`config.mk`:
```
export PLATFORM = sky130hd
export DESIGN_NAME = psum_accumulator_quant
export DESIGN_NICKNAME = d
export VERILOG_FILES = /design/src/rtl/psum_accumulator_quant.sv
export SDC_FILE = /design/constraint.sdc
export NUM_CORES = 1
export LEC_CHECK = 0
export ABC_AREA = 1
export CAP_MARGIN = 0
export CORE_MARGIN = 3
export CORE_UTILIZATION = 53
export CTS_CLUSTER_SIZE = 30
export DETAILED_ROUTE_END_ITERATION = 10
export GPL_ROUTABILITY_DRIVEN = 0
export HOLD_SLACK_MARGIN = 0.03
export PLACE_DENSITY = 0.72
export SLEW_MARGIN = 20
export SYNTH_ARGS = -nofsm -noshare
export SYNTH_HDL_FRONTEND = slang
export SYNTH_SLANG_ARGS = --single-unit
```
`constraint.sdc`:
```
create_clock -name clk -period 6.3 [get_ports clk]
set_clock_uncertainty 0.05 [all_clocks]
set_input_delay 0.63 -clock clk [delete_from_list [all_inputs] [get_ports clk]]
set_output_delay 0.63 -clock clk [all_outputs]
set_load 0.01 [all_outputs]
```
`src/rtl/psum_accumulator_quant.sv`:
```
// psum_accumulator_quant: accumulates signed partial dot products per neuron and requantizes them to OUT_W bits
module psum_accumulator_quant #(
    parameter int ACC_W = 48,
    parameter int CNT_W = 8,
    parameter int OUT_W = 16
) (
    input  logic             clk,
    input  logic             reset,
    input  logic             start,
    input  logic [CNT_W-1:0] cfg_len,
    input  logic [4:0]       cfg_shift,
    input  logic             cfg_relu,
    input  logic             psum_valid,
    output logic             psum_ready,
    input  logic [31:0]      psum_data,
    output logic             out_valid,
    input  logic             out_ready,
    output logic [OUT_W-1:0] out_data,
    output logic             out_sat,
    output logic             busy
);
    localparam logic [1:0] IDLE = 2'd0, ACCUM = 2'd1, QUANT = 2'd2, OUTPUT = 2'd3;
    localparam logic signed [ACC_W:0] MAXV = (ACC_W+1)'(2**(OUT_W-1) - 1);
    localparam logic signed [ACC_W:0] MINV = -MAXV - 1;
    logic [1:0] state;
    logic signed [ACC_W-1:0] acc;
    logic [CNT_W-1:0] cnt, len;
    logic [4:0] shift;
    logic relu;
    logic signed [ACC_W:0] ext, half, sum, r, rr;
    logic hi, lo;
    logic [OUT_W-1:0] q;
    assign psum_ready = state == ACCUM;
    assign out_valid  = state == OUTPUT;
    assign busy       = state != IDLE;
    // requantize: one extra bit keeps the rounding bias from overflowing, then ReLU and clip
    always_comb begin
        ext  = {acc[ACC_W-1], acc};
        half = (shift == 5'd0) ? '0 : (ACC_W+1)'(1) << (shift - 5'd1);
        sum  = ext + half;
        r    = sum >>> shift;
        rr   = (relu && r[ACC_W]) ? '0 : r;
        hi   = rr > MAXV;
        lo   = rr < MINV;
        q    = hi ? MAXV[OUT_W-1:0] : lo ? MINV[OUT_W-1:0] : rr[OUT_W-1:0];
    end
    // job sequencing, accumulation and result register
    always_ff @(posedge clk or posedge reset) begin
        if (reset) begin
            state    <= IDLE;
            acc      <= '0;
            cnt      <= '0;
            len      <= '0;
            shift    <= '0;
            relu     <= 1'b0;
            out_data <= '0;
            out_sat  <= 1'b0;
        end else begin
            case (state)
                IDLE: if (start && cfg_len != '0) begin
                    len   <= cfg_len;
                    shift <= cfg_shift;
                    relu  <= cfg_relu;
                    acc   <= '0;
                    cnt   <= '0;
                    state <= ACCUM;
                end
                ACCUM: if (psum_valid) begin
                    acc <= acc + {{(ACC_W-32){psum_data[31]}}, psum_data};
                    cnt <= cnt + 1'b1;
                    if (cnt == len - 1'b1) state <= QUANT;
                end
                QUANT: begin
                    out_data <= q;
                    out_sat  <= hi | lo;
                    state    <= OUTPUT;
                end
                default: if (out_ready) state <= IDLE;
            endcase
        end
    end
endmodule

```
==> results.toml <==
[power_and_ir_drop]
seqPwrFrac_pct = 14.3
p_int_uw = 2920
p_per_area_mw_per_mm2 = 487
power_uw = 7220
ir_drop_mv = 0.265
p_leak_uw = 0.00793
comb_power_share_pct = 77.5
switchingPower_uw = 4300
p_clk_share_pct = 8.2
power_switching_share_pct = 59.6

[die]
ios = 71
rows = 58
die-width_um = 166
start_util_pct = 53.9
core_mm2 = 0.0253
dieHeight_um = 166
dieArea_mm2 = 0.0277

[synth]
synth-seq-cells = 89
ys_async_sr_fraction_pct = 100
syn_inst = 2480
avgSynthCellArea_um2 = 5.49
synth_top_flop_cell = "dfrtp_1"
synth_top_area_share_pct = 22.5
yosys.cell_types.count = 53
netlist_area_mm2 = 0.0136
synth_warnings = 0
synth_nets = 2619
yosysTopAreaCell = "nand2_1"
ys_seq_area_share_pct = 16.3
synthTopCellsByArea = "nand2_1, dfrtp_1, nand3_1"
synth_enable_flop_cells = 0

[routing]
vias = 16300
drc = 0
ant_nets = 0
via_per_inst = 5.74
wl_mm = 45.9
drt_iter0_drc = 2096
first_pass_iters = 8
wl_per_cell_um = 16.2

[sta]
hold_viol = 0
finalMaxSlewViolations = 0
layout_setup_ws_ns = 0.566
tightestPinTransition_ns = 0.841
setup_viol = 0
finalCritPeriodShare_pct = 91.0
tns_ns = 0
grt_setup_unrepaired = "false"
maxSlewHeadroom_pct = 43.9
min_period_ns = 5.73
max_freq_mhz = 174

[finish]
post-route-util_pct = 58.7
layout.nets = 2642
fillers = 2605
num_antenna_cells = 0
multi_input_area_mm2 = 0.00979
regArea_mm2 = 0.00223
drive_gt1_share_pct = 4.43
areaGrowthSynthToFinish_pct = 8.77
finalInstanceArea_mm2 = 0.0148

[clock_network]
cts-root-buf = "clkbuf_16"
cts_tree = "yes"
cts_max_level = 3
cts_setup_buffers = 0
clock-sinks = 89
cts_resized = 0
numCtsBuffers = 9
clockBufferDepth = 2
ctsHoldBuffers = 0
clkTransAtPathRegs_ns = 0.07
clock_latency_ns = 0.37

[global_routing]
grt_pass1_wl_mm = 74.7
antenna_found_initial = 1
grt_max_degree = 65
first_global_vias = 14900
globalRouteTotalUtil_pct = 32.6
grt.overflow.total = 0

[placement]
dp_hpwl_mm = 37.1
numPortBuffers = 70
dpl_cell_area_mm2 = 0.0145
pre_cts_ws_ns = 0.949

[flow_run]
cap_viol_max_count = 0

[worst_hold_path]
min-delay-path-class = "reg2reg"

[worst_setup_path]
path_common_cell = "nand2_1"
end_kind = "register"
crit_family = "simple AND/OR/NAND/NOR gates"
crit_slowest_cell = "nor4_1"
cp_data_required_time_ns = 6.51
crit_arrival_ns = 5.95
crit_fanout = 16
worst-path-buf-inv = 3
cpPeakStageDelay_ns = 0.47
worstSetupStartpointType = "register"
critPathKind = "reg2reg"

[outcome]
status = "complete, no violations"
==> per-layer routing <==
layer | up-vias | GRT usage [%] | share of wire (%) | wire length [um]
li1 | 8094 | - | - | -
met1 | 7272 | 46.2 | 44 | 20300
met2 | 782 | 48.2 | 41 | 18900
met3 | 140 | 7.97 | 10 | 4810
met4 | 2 | 12.4 | 4.1 | 1870
met5 | - | 0 | 0.028 | 13
==> power groups by stage <==
stage	Sequential [uW]	Clock (uW)	Combinational, uW
after floorplan	964	0	4100
after global placement	1030	0	5380
after detailed placement	1030	0	5430
after CTS	1020	597	5460
after global routing	1060	621	6240
final	1030	592	5600
==> synth_stat cells, types with 2 or more instances <==
cell / count
xor2_1: 19
fa_1: 2
ha_1: 86
o21bai_1: 4
a21oi_1: 114
a21o_1: 5
nor2_1: 235
nor3_1: 16
clkbuf_1: 21
nand2_1: 816
buf_2: 33
clkinv_1: 4
o21ai_1: 2
xnor2_1: 12
nand3_2: 22
inv_1: 320
o21a_1: 2
o22ai_1: 9
inv_2: 8
a21oi_2: 2
o31ai_1: 8
o21ai_0: 87
dfrtp_1: 89
nand2_2: 16
nand2_4: 2
a22o_1: 2
a31oi_1: 15
buf_4: 4
or2_2: 2
nand4_1: 22
buf_1: 16
nor2_4: 2
nand3_1: 437
and2_1: 2
a21boi_0: 4
o221ai_1: 2
nor4_1: 3
nor2_2: 17
o211ai_1: 4
==> tightest hold or removal path, cell delays in order (launching register included) <==
cell and delay, ns:
dfrtp_1 0.35, nand2_1 0.05, nand2_1 0.05
==> through the flow <==
step                      cells  hold WS (ns)
after floorplan            2480         0.404
after detailed placement   2822         0.414
final                      2838         0.430
after CTS                  2838         0.434
after global placement     2822         0.419
after global routing       2838         0.453
==> area by class of cell <==
cell class                 count  area share (%)
tap                          330            2.79
clock inverter                 7           0.557
inverter                     332            8.42
clock buffer                   9            1.52
timing repair buffer          88            5.64
multi-input combinational   1983            66.1
sequential                    89            15.0
==> state kept, by name, indices dropped and copies added (netlist names) <==
name / cells
len: 8
shift: 5
state: 2
acc: 48
out_sat: 1
relu: 1
out_data: 16
cnt: 8
==> cells by family (layout without fill, tap and decap cells) <==
logic type	Yosys count	count (layout)	synth area share, %
compound gates	265	265	10.7
simple gates	1597	1597	50.8
other cells	1	1	0.0275
buf+inv	408	436	11.8
fa+ha+maj	88	88	8.19
flops	89	89	16.3
mux	1	1	0.0826
xor+xnor	31	31	1.99
==> path summary, 6_finish.rpt <==
check | start | end | slack, ns | depth (start not counted)
max in group asynchronous | reset | acc[0] | 4.46 | 3
worst max-delay path | shift[0] | out_data[12] | 0.57 | 33
worst max register to register | shift[0] | out_data[12] | 0.57 | 33
worst min register to register | out_data[12] | out_data[12] | 0.43 | 2
min in group asynchronous | reset | out_data[4] | 0.53 | 2
worst min-delay path | out_data[12] | out_data[12] | 0.43 | 2
==> placed cells by master, fill, tap and decap left out, types with 3 or more instances in the layout <==
cell	count
o21ai_0	87
nor3_1	16
clkbuf_16	9
a21boi_0	4
xnor2_1	12
nand2_1	816
ha_1	86
a21oi_1	114
dfrtp_1	89
nor2_2	18
clkinv_1	4
xor2_1	19
nor2_1	234
nand2_2	16
nor4_1	3
o31ai_1	8
buf_4	18
o211ai_1	4
inv_1	319
o21bai_1	4
a31oi_1	15
o22ai_1	9
nand3_1	437
inv_6	3
nand3_2	22
inv_2	8
clkdlybuf4s50_1	70
a21o_1	5
nand4_1	22
Power figures use the tool's default switching activity.
